File: src/rtl/shapool_host_spi.sv
// Host-side SPI master for a SHA pool: shifts a job word out on the global bus,
// waits for the pool's ready_n flag, then reads the result back over the daisy bus.
module shapool_host_spi #(
  parameter int JOB_BITS    = 352,
  parameter int RESULT_BITS = 32,
  parameter int SCK_HALF    = 4
) (
  input  logic                   clk_in,
  input  logic                   reset_in,
  input  logic                   job_valid_in,
  output logic                   job_ready_out,
  input  logic [JOB_BITS-1:0]    job_data_in,
  input  logic                   cancel_in,
  output logic                   result_valid_out,
  output logic [RESULT_BITS-1:0] result_data_out,
  output logic                   busy_out,
  output logic                   sck0_out,
  output logic                   sdo0_out,
  output logic                   cs0_n_out,
  output logic                   sck1_out,
  output logic                   sdo1_out,
  output logic                   cs1_n_out,
  input  logic                   sdi1_in,
  input  logic                   ready_n_in
);

  localparam int MAX_BITS = (JOB_BITS > RESULT_BITS) ? JOB_BITS : RESULT_BITS;
  localparam int CNT_W    = $clog2(MAX_BITS + 1);
  localparam int HALF_W   = (SCK_HALF > 1) ? $clog2(SCK_HALF) : 1;
  localparam logic [HALF_W-1:0] HALF_RELOAD = HALF_W'(SCK_HALF - 1);
  localparam logic [CNT_W-1:0]  JOB_LAST    = CNT_W'(JOB_BITS);
  localparam logic [CNT_W-1:0]  RES_LAST    = CNT_W'(RESULT_BITS);

  typedef enum logic [2:0] {IDLE, LOAD, WAIT_READY, READ, DONE} state_t;

  state_t                 state_reg, state_next;
  logic [HALF_W-1:0]      half_reg, half_next;
  logic [CNT_W-1:0]       bit_reg, bit_next;
  logic                   sck_reg, sck_next;
  logic [JOB_BITS-1:0]    job_sr_reg, job_sr_next;
  logic [RESULT_BITS-1:0] res_sr_reg, res_sr_next;
  logic [RESULT_BITS-1:0] result_reg, result_next;
  logic                   sync0_reg, sync1_reg;
  logic                   half_done;

  assign half_done = (half_reg == '0);

  always_ff @(posedge clk_in) begin
    if (reset_in) begin
      state_reg  <= IDLE;
      half_reg   <= '0;
      bit_reg    <= '0;
      sck_reg    <= 1'b0;
      job_sr_reg <= '0;
      res_sr_reg <= '0;
      result_reg <= '0;
    end else begin
      state_reg  <= state_next;
      half_reg   <= half_next;
      bit_reg    <= bit_next;
      sck_reg    <= sck_next;
      job_sr_reg <= job_sr_next;
      res_sr_reg <= res_sr_next;
      result_reg <= result_next;
    end
  end

  // The synchronizer is held at "not ready" outside WAIT_READY so a stale or
  // early ready_n level can only be seen after two fresh samples.
  always_ff @(posedge clk_in) begin
    if (reset_in || state_reg != WAIT_READY) begin
      sync0_reg <= 1'b1;
      sync1_reg <= 1'b1;
    end else begin
      sync0_reg <= ready_n_in;
      sync1_reg <= sync0_reg;
    end
  end

  always_comb begin
    state_next  = state_reg;
    half_next   = half_reg;
    bit_next    = bit_reg;
    sck_next    = sck_reg;
    job_sr_next = job_sr_reg;
    res_sr_next = res_sr_reg;
    result_next = result_reg;

    if ((state_reg == LOAD || state_reg == READ) && !half_done)
      half_next = half_reg - 1'b1;

    case (state_reg)
      IDLE: begin
        if (job_valid_in && !cancel_in) begin
          state_next  = LOAD;
          job_sr_next = job_data_in;
          half_next   = HALF_RELOAD;
          bit_next    = '0;
          sck_next    = 1'b0;
        end
      end
      LOAD: begin
        if (half_done) begin
          half_next = HALF_RELOAD;
          if (sck_reg) begin
            sck_next    = 1'b0;
            bit_next    = bit_reg + 1'b1;
            job_sr_next = job_sr_reg << 1;
          end else if (bit_reg == JOB_LAST) begin
            state_next = WAIT_READY;
          end else begin
            sck_next = 1'b1;
          end
        end
      end
      WAIT_READY: begin
        if (!sync1_reg) begin
          state_next  = READ;
          half_next   = HALF_RELOAD;
          bit_next    = '0;
          sck_next    = 1'b0;
          res_sr_next = '0;
        end
      end
      READ: begin
        if (half_done) begin
          half_next = HALF_RELOAD;
          if (sck_reg) begin
            sck_next = 1'b0;
            bit_next = bit_reg + 1'b1;
          end else if (bit_reg == RES_LAST) begin
            state_next  = DONE;
            result_next = res_sr_reg;
          end else begin
            sck_next    = 1'b1;
            res_sr_next = (res_sr_reg << 1) | RESULT_BITS'(sdi1_in);
          end
        end
      end
      DONE: state_next = IDLE;
      default: state_next = IDLE;
    endcase

    if (cancel_in && state_reg != IDLE) begin
      state_next = IDLE;
      sck_next   = 1'b0;
    end
  end

  assign job_ready_out    = (state_reg == IDLE);
  assign busy_out         = (state_reg != IDLE);
  assign result_valid_out = (state_reg == DONE);
  assign result_data_out  = result_reg;
  assign cs0_n_out        = (state_reg != LOAD);
  assign sck0_out         = sck_reg && (state_reg == LOAD);
  assign sdo0_out         = (state_reg == LOAD) ? job_sr_reg[JOB_BITS-1] : 1'b0;
  assign cs1_n_out        = (state_reg != READ);
  assign sck1_out         = sck_reg && (state_reg == READ);
  assign sdo1_out         = 1'b0;

endmodule

File: config.mk
export PLATFORM = sky130hd
export DESIGN_NAME = shapool_host_spi
export DESIGN_NICKNAME = d
export VERILOG_FILES = /design/src/rtl/shapool_host_spi.sv
export SDC_FILE = /design/constraint.sdc
export NUM_CORES = 1
export LEC_CHECK = 0
export ABC_AREA = 1
export CAP_MARGIN = 5
export CORE_MARGIN = 4
export CORE_UTILIZATION = 25
export CTS_CLUSTER_DIAMETER = 40
export DETAILED_ROUTE_END_ITERATION = 8
export GPL_TIMING_DRIVEN = 0
export PLACE_DENSITY = 0.56
export SETUP_SLACK_MARGIN = 0.2
export SYNTH_ARGS = -nofsm -noshare
export SYNTH_HDL_FRONTEND = slang
export SYNTH_SLANG_ARGS = --single-unit
File: constraint.sdc
create_clock -name clk_in -period 3.2 [get_ports clk_in]
set_input_delay 0.48 -clock clk_in [delete_from_list [all_inputs] [get_ports clk_in]]
set_output_delay 0.48 -clock clk_in [all_outputs]
set_load 0.1 [all_outputs]
# == Yosys cells after proc, flatten, opt, wreduce, memory -nomap -nowiden ==
# Index checks and enable logic that the tools add are counted.
# op_classes
muxes,38
add_sub_neg,2
n_eq_ne,21
bitwise_logic,2
n_reduce_logical,24
# ops
cell,count
352-bit 2-to-1 mux,3
352-bit case mux with 2 select lines,1
32-bit 2-to-1 mux,4
32-bit case mux with 2 select lines,1
9-bit 2-to-1 mux,4
32-bit by 1-bit bitwise OR with 32-bit output,1
9-bit case mux with 3 select lines,1
3-bit 2-to-1 mux,8
5-bit AND reduction,3
2-bit inequality test (second input constant),7
3-bit case mux with 4 select lines,1
2-bit by 1-bit inequality test with 1-bit output (second input constant),5
9-bit by 1-bit adder with 9-bit output (second input constant),1
9-bit by 6-bit == test with 1-bit output (second input constant),1
9-bit == test (second input constant),1
1-bit 2-to-1 mux,9
2-bit 2-to-1 mux,4
4-bit AND reduction,2
8-bit AND reduction,1
3-bit by 2-bit == test with 1-bit output (second input constant),2
3-bit by 2-bit inequality test with 1-bit output (second input constant),2
2-bit case mux with 3 select lines,1
3-bit nonzero test,2
1-bit logical AND,5
13 further kinds,17
# word_totals
regBits,433
output_inout_bits,41
inputBits,358
word_cells,96

# == Logic depth before layout (Yosys ltp) ==
# depth
word_depth,6
ltp_mapped,12
depth_no_buf,11

# == Worst setup path before layout ==
# No wires, ideal clock.
# synth_timing
path_kind,reg-to-output
startpoint,reg state_reg[0]
endpoint,out sdo0_out
arrival_time_ns,3.052
n_path_buf,2
required_time_ns,2.720
path_stages_with_launch,7
path_slack_ns,-0.332
cell_sequence,dfxtp_1 > inv_2 > nor2_4 > nand2_2 > clkbuf_1 > clkbuf_1 > nor2_1
# synth_via
elab_chain_cells,2
# synth_lines
element,line,rtl
"start, declared",36,"state_t state_reg, state_next;"
"start signal, assigned",58,state_reg <= state_next;
3-bit by 1-bit == test with 1-bit output,156,assign sdo0_out = (state_reg == LOAD) ? job_sr_reg[JOB_BITS-1] : 1'b0;
1-bit 2-to-1 mux,156,
"end, declared",18,"output logic sdo0_out,"
# No other way between the ends.

# == Worst setup path after layout ==
# layout_timing
startpoint,reg state_reg[2]
endpoint,out job_ready_out
# layout_via
elab_chain_cells,1
# layout_lines
element,line,rtl
3-bit zero test,150,assign job_ready_out = (state_reg == IDLE);
"end, declared",11,"output logic job_ready_out,"
# No other way between the ends.

==> flow_summary.html <==
<table>
<tr><th>Metric</th><th>Value</th></tr>
<tr><th colspan="2">Run status</th></tr>
<tr><td>Outcome</td><td>complete, no violations</td></tr>
<tr><th colspan="2">STA</th></tr>
<tr><td>Shortest clock period the worst path allows after layout</td><td>2.82 ns</td></tr>
<tr><td>Transition at the pin with the smallest max-transition slack</td><td>1.04 ns</td></tr>
<tr><td>Post-Route Hold Slack</td><td>0.420 ns</td></tr>
<tr><td>Max Freq</td><td>355 MHz</td></tr>
<tr><td>Setup repair after global routing missed its margin</td><td>false</td></tr>
<tr><td>Relative slew slack</td><td>30.4%</td></tr>
<tr><td>Fin Clk Skew</td><td>0.0446 ns</td></tr>
<tr><td>Slew Viols, Final</td><td>0</td></tr>
<tr><td>Post-route setup slack</td><td>0.384 ns</td></tr>
<tr><td>Fin crit share</td><td>88.0%</td></tr>
<tr><td>Sum of negative setup slack</td><td>0 ns</td></tr>
<tr><td>Final setup violation count</td><td>0</td></tr>
<tr><td>Final hold violations</td><td>0</td></tr>
<tr><th colspan="2">Global routing</th></tr>
<tr><td>Global Route Usage Sum</td><td>15.3%</td></tr>
<tr><td>Total global routing overflow</td><td>0</td></tr>
<tr><td>Largest net degree at the start of global routing</td><td>20</td></tr>
<tr><td>Number of antenna violations at the first check in global routing</td><td>10</td></tr>
<tr><td>Met2 Usage GRT</td><td>25.1%</td></tr>
<tr><td>Global routing usage on met1</td><td>20.0%</td></tr>
<tr><td>Routing usage on met3</td><td>under 10%</td></tr>
<tr><td>Busiest grt layer</td><td>met2</td></tr>
<tr><td>Number of global-route vias before repair</td><td>a little under 20000</td></tr>
<tr><td>First-pass GRT wire length</td><td>106000 um</td></tr>
<tr><th colspan="2">Setup path</th></tr>
<tr><td>Worst Path Arrival</td><td>roughly 2.3 ns</td></tr>
<tr><td>Data required time of the critical path</td><td>2.72 ns</td></tr>
<tr><td>Startpoint-to-endpoint class of the critical path</td><td>register to output port</td></tr>
<tr><td>Worst reg-to-reg setup slack</td><td>0.58 ns</td></tr>
<tr><td>Startpoint types</td><td>register</td></tr>
<tr><td>Endpoint kind of the worst setup timing path</td><td>output port</td></tr>
<tr><td>Crit Reg-Reg Endpoint</td><td>job_sr_reg[195]</td></tr>
<tr><td>Cells on worst reg2reg path</td><td>8</td></tr>
<tr><td>Origin of the critical flop-to-flop path</td><td>state_reg[2]</td></tr>
<tr><td>Critical Path Fanout Max</td><td>5</td></tr>
<tr><th colspan="2">Route</th></tr>
<tr><td>1st-iter DRT viols</td><td>1204</td></tr>
<tr><td>Post-detailed-route DRC marker count</td><td>0</td></tr>
<tr><td>Routed wire length per instance</td><td>roughly 14 um</td></tr>
<tr><td>Number of iterations in the first detailed-routing pass</td><td>5</td></tr>
<tr><td>Overall routed net length</td><td>67300 um</td></tr>
<tr><td>Via Count</td><td>20619</td></tr>
<tr><td>Via density per instance</td><td>around 4.3</td></tr>
<tr><td>Antenna viol nets, final</td><td>0</td></tr>
<tr><th colspan="2">Synth</th></tr>
<tr><td>Mapped Area</td><td>0.0201 sq mm</td></tr>
<tr><td>Portion of the post-synthesis area used by sequential elements</td><td>between 40% and 50%</td></tr>
<tr><td>Cell type with the highest aggregate area in the netlist</td><td>dfxtp_1</td></tr>
<tr><td>Syn_nets</td><td>3566</td></tr>
<tr><td>Count of flip-flops with a built-in enable after synthesis</td><td>0</td></tr>
<tr><td>Flip-flop and latch count after synthesis</td><td>433</td></tr>
<tr><td>Synthesized instance count</td><td>approximately 3200</td></tr>
<tr><td>Most used flip-flop cell after synthesis</td><td>dfxtp_1</td></tr>
<tr><td>Post-synthesis cell type count</td><td>24</td></tr>
<tr><td>Async SR Flop Fraction</td><td>0%</td></tr>
<tr><td>Warnings, synthesis</td><td>0</td></tr>
<tr><td>Per-instance average area after synthesis</td><td>about 6.3 sq um</td></tr>
<tr><td>Area share of the largest cell type after synthesis</td><td>43.2%</td></tr>
<tr><td>Largest cells by area after synthesis</td><td>dfxtp_1, nand2_1, nor2_1</td></tr>
<tr><th colspan="2">Cells and area</th></tr>
<tr><td>Filler Cell Count</td><td>8690</td></tr>
<tr><td>Flip-flop count of the largest register after layout</td><td>roughly 350</td></tr>
<tr><td>Top library cells by usage in the layout, fill and taps aside</td><td>nand2_1, nor2_1, dfxtp_1</td></tr>
<tr><td>Number of nets in the layout</td><td>4048</td></tr>
<tr><td>Ratio of cells with drive above 1 in the final layout</td><td>7.30%</td></tr>
<tr><td>Post-layout instance area</td><td>0.0284 sq mm</td></tr>
<tr><td>Most frequent standard cell in the layout excluding fill and tap cells</td><td>nand2_1</td></tr>
<tr><td>Area added between synthesis and finish</td><td>41.4%</td></tr>
<tr><th colspan="2">Clock network</th></tr>
<tr><td>Number of gates resized after CTS</td><td>23</td></tr>
<tr><td>Hold-fix buffers, CTS</td><td>0</td></tr>
<tr><td>CTS tree</td><td>done</td></tr>
<tr><td>CTS root buf</td><td>clkbuf_16</td></tr>
<tr><td># H-tree levels</td><td>3</td></tr>
<tr><td>Number of sinks driven by the clock tree</td><td>between 400 and 500</td></tr>
<tr><td>Clock buffer depth</td><td>3</td></tr>
<tr><td>Worst-skew pair later-pin latency</td><td>0.62 ns</td></tr>
<tr><td>Post CTS Setup Buffer Count</td><td>0</td></tr>
<tr><td>Number of buffers added by the clock tree synthesis step</td><td>84</td></tr>
<tr><td>Clk pin slew, worst setup/hold paths</td><td>roughly 0.05 ns</td></tr>
<tr><th colspan="2">Die</th></tr>
<tr><td>Effective utilization at floorplan</td><td>25.3%</td></tr>
<tr><td>Boundary Pins</td><td>399</td></tr>
<tr><td>Core box area</td><td>0.0793 sq mm</td></tr>
<tr><td>Die Outline Area</td><td>~0.085 sq mm</td></tr>
<tr><td>Die Ht</td><td>291 um</td></tr>
<tr><td>Rows</td><td>103</td></tr>
<tr><td>Overall die width</td><td>291 um</td></tr>
<tr><th colspan="2">Job</th></tr>
<tr><td>Number of violations of the max-capacitance limit</td><td>0</td></tr>
<tr><th colspan="2">Power and ir drop</th></tr>
<tr><td>Power after layout</td><td>28.6 mW</td></tr>
<tr><td>LEAKAGE</td><td>around 13 nW</td></tr>
<tr><td>Power Dens Cells</td><td>between 1000 and 1500 mW/mm^2</td></tr>
<tr><td>Max VDD drop</td><td>~0.46 mV</td></tr>
<tr><th colspan="2">Place</th></tr>
<tr><td>Instance area after placement</td><td>around 0.025 sq mm</td></tr>
<tr><td>GP Congestion</td><td>between 0.8 and 0.9</td></tr>
<tr><td>Worst slack at placement</td><td>-0.764 ns</td></tr>
<tr><td>Post-DP HPWL</td><td>49100 um</td></tr>
<tr><td>Input/output buffers</td><td>a little under 400</td></tr>
<tr><th colspan="2">Min path</th></tr>
<tr><td>Startpoint of the lowest-slack hold path</td><td>sync0_reg</td></tr>
<tr><td>Worst Hold End</td><td>sync1_reg</td></tr>
<tr><td>Worst hold path class</td><td>register to register</td></tr>
<tr><td>Number of cells traversed by the worst hold path</td><td>2</td></tr>
</table>
-- power by group --
| part | internal (mW) | switching (mW) | total (mW) | leakage [nW] |
|---|---|---|---|---|
| registers | 7.52 | 1.01 | 8.52 | 3.57 |
| clock network | 6.21 | 3.16 | 9.37 | 1.46 |
| logic | 3.80 | 6.93 | 10.7 | 7.87 |
-- Yosys cell counts, types with 2 or more instances --
library cell and n:
inv_2 5, nor2_4 3, dfxtp_1 433, buf_4 12, o21ai_0 304, nand4_1 5
inv_1 67, ha_1 3, nand2_1 1204, buf_6 25, nor2_1 800, o21bai_1 2
clkbuf_1 109, buf_2 72, nand3_1 57, o21ai_1 54, nand2_2 2, a21oi_1 42
-- routing by layer --
layer | wire [um] | vias to the layer above
met2 | 30700 | 429
met1 | 31200 | 9169
li1 | - | 10898
met3 | 3860 | 113
met4 | 1470 | 10
met5 | 68 | -
-- kinds of logic after synthesis --
group / after synthesis / synth area share (%)
adders and majority gates: 3 / 0.187
and+or+nand+nor: 2074 / 39.4
buffers and inverters: 292 / 7.14
DFF: 433 / 43.2
AOI/OAI and AO/OA: 402 / 10.1
other: 1 / 0.0187
-- through the flow --
step                      cells  utilization (%)
after global placement     4652             32.0
final                      4809             35.8
after CTS                  4803             35.8
after floorplan            3205                -
after detailed placement   4652             32.0
after global routing       4804             35.8
-- layout make-up --
cell class | instances | area [sq um] | share of cell area [%]
Tap cell | 1050 | 1310 | 4.63
Timing Repair Buffer | 397 | 3950 | 13.9
Buffer | 218 | 1160 | 4.10
Sequential cell | 433 | 8670 | 30.5
Clock buffer | 100 | 2250 | 7.94
Antenna cell | 6 | 15.0 | 0.0529
Multi-Input combinational cell | 2480 | 9970 | 35.1
Clock inverter | 52 | 774 | 2.73
Inverter | 73 | 277 | 0.974
-- critical path, cell delays in order, from the launching register on --
cell and delay, ns:
dfxtp_1 0.39, nor2_4 0.19, inv_2 0.07, nor2_4 0.16
dlygate4sd2_1 0.91
-- how the worst max path moves through the flow --
| stage | start | endpoint | slack [ns] | cells after the start |
|---|---|---|---|---|
| after floorplan | state_reg[2] | result_valid_out | 0.11 | 2 |
| after global placement | state_reg[2] | cs0_n_out | -0.74 | 5 |
| after detailed placement | state_reg[2] | cs0_n_out | -0.76 | 5 |
| after CTS | state_reg[2] | result_valid_out | 0.21 | 3 |
| after global routing | state_reg[0] | sck0_out | 0.26 | 5 |
| final | state_reg[2] | job_ready_out | 0.38 | 4 |
Note: power is estimated with default switching activity, not from simulation.
